File: config.mk
export PLATFORM = sky130hd
export DESIGN_NAME = adder_sub_4bit
export DESIGN_NICKNAME = d
export VERILOG_FILES = /design/src/rtl/adder_sub_4bit.sv
export SDC_FILE = /design/constraint.sdc
export NUM_CORES = 1
export LEC_CHECK = 0
export CORE_AREA = 3 3 40 42
export CTS_CLUSTER_SIZE = 8
export DETAILED_ROUTE_END_ITERATION = 8
export DIE_AREA = 0 0 43 45
export PLACE_DENSITY = 0.65
export SETUP_SLACK_MARGIN = 0.1
export SYNTH_ARGS = -nofsm -noshare
export SYNTH_HDL_FRONTEND = slang
export SYNTH_SLANG_ARGS = --single-unit
File: constraint.sdc
create_clock -name clk -period 6.5 [get_ports clk]
set_clock_uncertainty 0.2 [all_clocks]
set_input_delay 0.65 -clock clk [delete_from_list [all_inputs] [get_ports clk]]
set_output_delay 0.65 -clock clk [all_outputs]
set_load 0.05 [all_outputs]
File: src/rtl/adder_sub_4bit.sv
// Registered ripple-carry adder/subtractor; optional zero/negative status
// outputs are enabled with `define ADDSUB_STATUS_FLAGS_EN.
module adder_sub_4bit #(
    parameter int WIDTH = 4
) (
    input  logic             clk,
    input  logic             rst,
    input  logic [WIDTH-1:0] a,
    input  logic [WIDTH-1:0] b,
    input  logic             select,
    input  logic             in_valid,
    output logic [WIDTH-1:0] sum,
    output logic             carry,
    output logic             overflow,
    output logic             out_valid
`ifdef ADDSUB_STATUS_FLAGS_EN
    ,
    output logic             zero,
    output logic             negative
`endif
);

    if (WIDTH < 2) begin : g_width_chk
        $error("adder_sub_4bit: WIDTH must be >= 2");
    end

    logic [WIDTH-1:0] w_beff;
    logic [WIDTH-1:0] w_p;
    logic [WIDTH-1:0] w_s;
    logic [WIDTH:0]   w_c;
    logic             w_ovf;

    // Subtraction is A + ~B + 1: invert B and inject the +1 as carry-in.
    assign w_c[0] = select;

    for (genvar i = 0; i < WIDTH; i++) begin : g_fa
        assign w_beff[i]  = b[i] ^ select;
        assign w_p[i]     = a[i] ^ w_beff[i];
        assign w_s[i]     = w_p[i] ^ w_c[i];
        assign w_c[i+1]   = (a[i] & w_beff[i]) | (w_c[i] & w_p[i]);
    end

    assign w_ovf = w_c[WIDTH] ^ w_c[WIDTH-1];

    logic [WIDTH-1:0] r_sum;
    logic             r_carry;
    logic             r_overflow;
    logic             r_out_valid;

    always_ff @(posedge clk) begin
        if (rst) begin
            r_sum       <= '0;
            r_carry     <= 1'b0;
            r_overflow  <= 1'b0;
            r_out_valid <= 1'b0;
        end else begin
            r_out_valid <= in_valid;
            if (in_valid) begin
                r_sum      <= w_s;
                r_carry    <= w_c[WIDTH];
                r_overflow <= w_ovf;
            end
        end
    end

    assign sum       = r_sum;
    assign carry     = r_carry;
    assign overflow  = r_overflow;
    assign out_valid = r_out_valid;

`ifdef ADDSUB_STATUS_FLAGS_EN
    logic r_zero;
    logic r_negative;

    always_ff @(posedge clk) begin
        if (rst) begin
            r_zero     <= 1'b0;
            r_negative <= 1'b0;
        end else if (in_valid) begin
            r_zero     <= ~|w_s;
            r_negative <= w_s[WIDTH-1];
        end
    end

    assign zero     = r_zero;
    assign negative = r_negative;
`endif

endmodule

=== After elaboration in Yosys (flattened, before gate mapping) ===
Index checks and enable logic that the tools add are counted.

* Memories: 0
* Flip-flop bits (word level): 7
* Bits of input ports: 12
* Latch bits: 0
* Bits in writable memories: 0
* Bits in read-only memories: 0

* Add/subtract/negate cells: 0
* Reductions and logical operators: 0
* Eq/ne operators: 0
* Div/mod/pow operators: 0
* Order comparisons: 0
* Bitwise gates (word level): 25
* Multipliers: 0
* Muxes and demuxes: 0
* Shift operators: 0

{| class="wikitable"
|+ Operator list
! operator !! count
|-
| bitwise XOR 1 bit || 13
|-
| AND 1 bit || 8
|-
| OR 1 bit || 4
|}

=== Depth between registers and ports, before layout ===
Gate-level depths: netlist (run 1).

* Depth after elaboration: 11
* Mapped depth: 8

=== Least setup slack after synthesis (run 1) ===
OpenSTA, ideal clock, no wires.

* Path type: input to register
* Start: in b[0]
* End: reg r_overflow (netlist: overflow)
* Required time: 6.186 ns
* Arrival time: 2.278 ns
* Buffers on the path: 0
* Library setup time: 0.114 ns
* Slack: 3.908 ns
* Cell stages on the path: 8
* Path through: mux2_2 fa_1 inv_1 fa_1 inv_1 fa_1 xnor2_1 a21o_1

* Word-level cells in the longest chain between the ends: 11
* Elaborated cells between the ends (all ways): 12
* Classes of those cells: bitwise: 12

{| class="wikitable"
|+ RTL lines
! element !! line !! text
|-
| start: declaration || 9 || <nowiki>input logic [WIDTH-1:0] b,</nowiki>
|-
| bitwise XOR 1 bit * || 37 || <nowiki>assign w_beff[i] = b[i] ^ select;</nowiki>
|-
| bitwise XOR 1 bit || 38 || <nowiki>assign w_p[i] = a[i] ^ w_beff[i];</nowiki>
|-
| AND 1 bit || 40 || <nowiki>assign w_c[i+1] = (a[i] & w_beff[i]) | (w_c[i] & w_p[i]);</nowiki>
|-
| OR 1 bit * || 40 ||
|-
| AND 1 bit * || 40 ||
|-
| OR 1 bit * || 40 ||
|-
| AND 1 bit * || 40 ||
|-
| OR 1 bit * || 40 ||
|-
| AND 1 bit * || 40 ||
|-
| OR 1 bit * || 40 ||
|-
| net w_c[4] || 30 || <nowiki>logic [WIDTH:0] w_c;</nowiki>
|-
| bitwise XOR 1 bit * || 43 || <nowiki>assign w_ovf = w_c[WIDTH] ^ w_c[WIDTH-1];</nowiki>
|-
| end signal: assignment || 61 || <nowiki>r_overflow <= w_ovf;</nowiki>
|-
| end: declaration || 47 || <nowiki>logic r_overflow;</nowiki>
|}

Mark *: on every way through the listed nets, which the timed path passes. The rest lies on a longest branch.
A chain may end at the register's enable or synchronous reset.

=== Worst setup path after layout (run 1) ===
Ends and elaborated chain as after synthesis.

==> results of run 1 <==
[per-stage QoR]
stage	cells	hold slack, ps	instance area [um^2]
floorplan	33	492	375
global placement	65	267	563
detailed placement	65	275	563
CTS	69	282	589
global route	69	312	589
finish	69	283	589
[area by class of cell]
class | instances | area share, %
clock buffers | 4 | 4.46
inverters | 3 | 1.91
multi-input cells | 22 | 36.1
flip-flops and latches | 7 | 23.8
well taps | 15 | 3.18
repair buffers | 18 | 30.6
[state kept, by name, indices dropped and copies added (netlist names)]
signal / cells
overflow: 1
carry: 1
sum: 4
out_valid: 1
[report_power, final]
group / internal, W / switching, W
combinational: 0.0000230 / 0.0000286
clock: 0.0000234 / 0.0000153
sequential: 0.0000476 / 0.00000208
[cells in the mapped netlist]
cell type	instances
dfxtp_1	7
nor2_1	5
fa_1	3
inv_1	3
mux2i_1	3
xnor2_1	3
xor2_1	2
a211oi_1	1
a211oi_2	1
a21o_1	1
buf_6	1
mux2_2	1
nor2b_4	1
nor3b_1	1
[worst reg2reg max path, cell delays in order, from the launching register on]
cell and delay [ps]:
dfxtp_1 300, nor3b_1 130, a21o_1 160
[final timing paths]
| path | from | slack (ps) | endpoint |
|---|---|---|---|
| min reg2reg | sum[2] | 280 | sum[2] |
| max | b[0] | 3570 | overflow |
| max reg2reg | overflow | 5610 | overflow |
| min | sum[2] | 280 | sum[2] |
[cells by family (layout without fill, tap and decap cells)]
family | after synthesis | in the layout | share of synthesized area, %
flip-flops | 7 | 7 | 37.3
AND/OR/NAND/NOR | 7 | 7 | 10.7
XOR/XNOR | 5 | 5 | 11.7
multiplexers | 4 | 4 | 11.0
buffers and inverters | 4 | 25 | 6.00
adder cells (fa/ha/maj) | 3 | 3 | 16.0
AO/OA/AOI/OAI | 3 | 3 | 7.33
[per-layer routing]
metal | vias to the layer above | GRT usage (%)
li1 | 147 | -
met1 | 117 | 11.3
met2 | 8 | 10.2
met3 | 0 | 1.20
met4 | 0 | 9.04
met5 | - | 0
==> flow_summary.yaml, run 1 <==
pwr:
  p_leak_nw: 0.246
  p_per_area_mw_per_mm2: 237
  total_power_w: 0.000140
  peakVddDrop_mv: 0.0590
global_routing:
  antenna_found_initial: 0
  grt_max_degree: 10
  grt_overflow: 0
  grt_util_all_layers_pct: 8.21
  grt_pass1_wl_mm: 1.12
  grt_pass1_vias: 277
worst_setup_path:
  r2r_cells: 2
  worstPathCellList: "clkdlybuf4s50_1 -> mux2_2 -> fa_1 -> inv_1 -> fa_1 -> inv_1 -> fa_1 -> xnor2_1 -> a21o_1"
  slowest_delay_ps: 500
  path_depth: 9
  crit_family: "adder cells"
  path_max_fanout: 2
  crit_arrival_ps: 2870
  worst-path-buf-inv: 3
  cpMostUsedCell: "fa_1"
  startpoint_type: "input pin"
  cp_slowest_cell: "clkdlybuf4s50_1"
  cp.required_ps: 6440
  path_class: "input pin to register"
  crit_path_end_kind: "register"
cts:
  post_cts_buffers: 0
  clk_latency_ps: 250
  cts_hold_buf: 0
  ctsRootBufferMaster: "clkbuf_4"
  path_clk_slew_ps: 50
  htree_num_levels: 1
  cts_buffers: 3
  ctsResizeCount: 0
  cts_buffer_depth: 2
  cts_num_sinks: 7
  cts_tree: "built"
sta:
  fin_crit_sh_pct: 45.0
  min_period_ps: 2930
  worst_pin_slew_ps: 496
  worst_slack_ps: 3570
  slew_violations: 0
  finalSetupTns_ps: 0
  setup_viol: 0
  rsz0062_at_grt: "false"
  finalHoldViolCount: 0
  fmax_mhz: 342
  slew-limit-headroom_pct: 66.8
logic_synthesis:
  syn_nets: 48
  synth_top_area_share_pct: 37.3
  syn_area_per_cell_um2: 11.4
  ys_seq_area_share_pct: 37.3
  yosysTopAreaCell: "dfxtp_1"
  syn_area_um2: 375
  synth_cells: 33
  synth.top_cells.by_area: "dfxtp_1 37%, fa_1 16%, mux2i_1 8.0%, xnor2_1 7.0%, nor2_1 5.0%"
  synth_seq_cells: 7
  synth_cell_types: 14
  yosysWarnings: 0
floorplan:
  ios: 19
  coreArea_mm2: 0.00128
  start_util_pct: 29.2
  die_h_um: 45
  row_count: 13
  die_width_um: 43
  die_area_mm2: 0.00194
cells_and_area:
  area_growth_pct: 57.0
  final_core_util_pct: 45.9
  layout-drive-gt1-share_pct: 11.1
  final_common_cell: "clkdlybuf4s50_1"
  nFillCells: 131
  multi_input_area_um2: 213
  diodes: 0
  layout_common_cells: "18 x clkdlybuf4s50_1, 7 x dfxtp_1, 5 x nor2_1"
  regArea_um2: 140
  layout.nets: 70
detailed_routing:
  top_layer_used: "met3"
  via_per_inst: 3.94
  wl_per_cell_um: 9.64
  vias: 272
  wl_um: 665
  drc_errors: 0
  postRouteAntennaNets: 0
  met3WireLength_um: 38
  m1WireLength_um: 323
  wl_met2_um: 303
  drt_iter0_drc: 6
  first_pass_iters: 4
status:
  outcome: "completed"
placed_design:
  portBuffers: 18
  dpl.hpwl_um: 559
  gp_congestion: 0.628
  dp_slack_ps: 3300
job:
  maxCapViolCount: 0
hold_path:
  hold_depth: 2
  hold_class: "register to register"
Power figures use the tool's default switching activity.
==> inputs of run 2 (changes only) <==
Clock period 6.5 ns to 2.8 ns, I/O delays scaled along.
==> run 2 against run 1 <==
Sequential cell count did not move. Largest power group unchanged. Global-route usage fell by 0.33 points. First-iteration DRC count fell by 100%. Sequential share of layout area fell by 0.88 points. Worst hold slack got worse by 2.3 ps. Non-clock buffer count rose by 3. Critical endpoint unchanged.
==> flow_summary.yaml, run 2 (synthesis gave the netlist of run 1 again) <==
sta:
  fin_crit_sh_pct: 89.9
  finalSetupTns_ps: 0
  min_period_ps: 2520
  slew_violations: 0
  slew-limit-headroom_pct: 67.0
  rsz0062_at_grt: "false"
  fmax_mhz: 397
  finalHoldViolCount: 0
  worst_slack_ps: 283
  worst_pin_slew_ps: 493
  setup_viol: 0
cells_and_area:
  fin_cells: 72
  final_common_cell: "clkdlybuf4s50_1"
  largest_reg_flops: 4
  regArea_um2: 140
  layout-drive-gt1-share_pct: 15.8
  layout_common_cells: "18 x clkdlybuf4s50_1, 7 x dfxtp_1, 5 x nor2_1"
  area_growth_pct: 63.0
  multi_input_area_um2: 213
  diodes: 0
  nFillCells: 133
  layout.nets: 73
  final_core_util_pct: 47.6
cts:
  cts_tree: "built"
  ctsRootBufferMaster: "clkbuf_4"
  cts_num_sinks: 7
  cts_hold_buf: 0
  cts_buffers: 3
  ctsResizeCount: 0
  path_clk_slew_ps: 50
  cts_buffer_depth: 2
  post_cts_buffers: 0
  clk_latency_ps: 250
  htree_num_levels: 1
worst_setup_path:
  r2r-start: "overflow"
  path_class: "input pin to register"
  ff2ff_setup_slack_ps: 1910
  cp.required_ps: 2750
  r2r_cells: 2
  crit_arrival_ps: 2460
  path_max_fanout: 2
  startpoint_type: "input pin"
  cp-startpoint: "b[0]"
  crit_path_end_kind: "register"
  r2r_end: "overflow"
  cp-endpoint: "overflow"
global_routing:
  antenna_found_initial: 0
  grt_overflow: 0
  grt_max_degree: 10
  grt_pass1_vias: 281
  grt_pass1_wl_mm: 1.08
  grt_util_all_layers_pct: 7.89
floorplan:
  die_h_um: 45
  die_width_um: 43
  die_area_mm2: 0.00194
  row_count: 13
  start_util_pct: 29.2
  ios: 19
  coreArea_mm2: 0.00128
detailed_routing:
  vias: 297
  wl_um: 674
  drt_iter0_drc: 0
  first_pass_iters: 1
  drc_errors: 0
  wl_per_cell_um: 9.36
  via_per_inst: 4.13
  postRouteAntennaNets: 0
placed_design:
  dp_slack_ps: 21.7
  dpl.hpwl_um: 586
  gp_congestion: 0.650
  place_inst: 68
  portBuffers: 18
pwr:
  peakVddDrop_mv: 0.184
  p_leak_nw: 0.260
  p_per_area_mw_per_mm2: 544
hold_path:
  hold_class: "register to register"
  hp-start: "sum[2]"
job:
  maxCapViolCount: 0
status:
  outcome: "completed"
[run 2: cell count changes in the layout (fill, tap and decap cells not counted)]
cell / before / now
buf_4: 0 / 3
[run 2: layer usage]
layer  global-route usage, %  wire [um]
met1                    9.11        310
met2                    11.7        329
met3                    3.59         34
met4                    5.42          0
met5                       0          0
[run 2: power breakdown]
group	switching, W	internal (W)
combinational	0.0000683	0.0000579
sequential	0.00000475	0.000110
clock	0.0000370	0.0000544
total	0.000110	0.000223
[run 2: worst max-delay path, stage by stage]
cell,delay [ps]
clkdlybuf4s50_1,480
mux2_2,340
fa_1,350
inv_1,70
fa_1,180
inv_1,60
fa_1,400
xnor2_1,150
a21o_1,150
[run 2: cell type report]
| cell class | count | area share, % |
|---|---|---|
| Tap cell | 15 | 3.07 |
| Timing Repair Buffer | 21 | 33.1 |
| Inverter | 3 | 1.84 |
| Clock buffer | 4 | 4.29 |
| Sequential cell | 7 | 22.9 |
| Multi-Input combinational cell | 22 | 34.8 |
[run 2: per-stage QoR]
step                area (um^2)  power [W]  hold slack (ps)
CTS                         612   0.000339              283
global route                612   0.000351              301
floorplan                   375   0.000193              145
finish                      612   0.000333              281
global placement            586   0.000243              267
detailed placement          586   0.000245              276
[run 2: worst min path at each step]
| stage | to | slack (ps) | depth (start not counted) |
|---|---|---|---|
| floorplan | sum[0] | 140 | 1 |
| global placement | sum[2] | 270 | 2 |
| detailed placement | sum[2] | 280 | 2 |
| CTS | sum[2] | 280 | 2 |
| global route | sum[2] | 300 | 2 |
| finish | sum[2] | 280 | 2 |
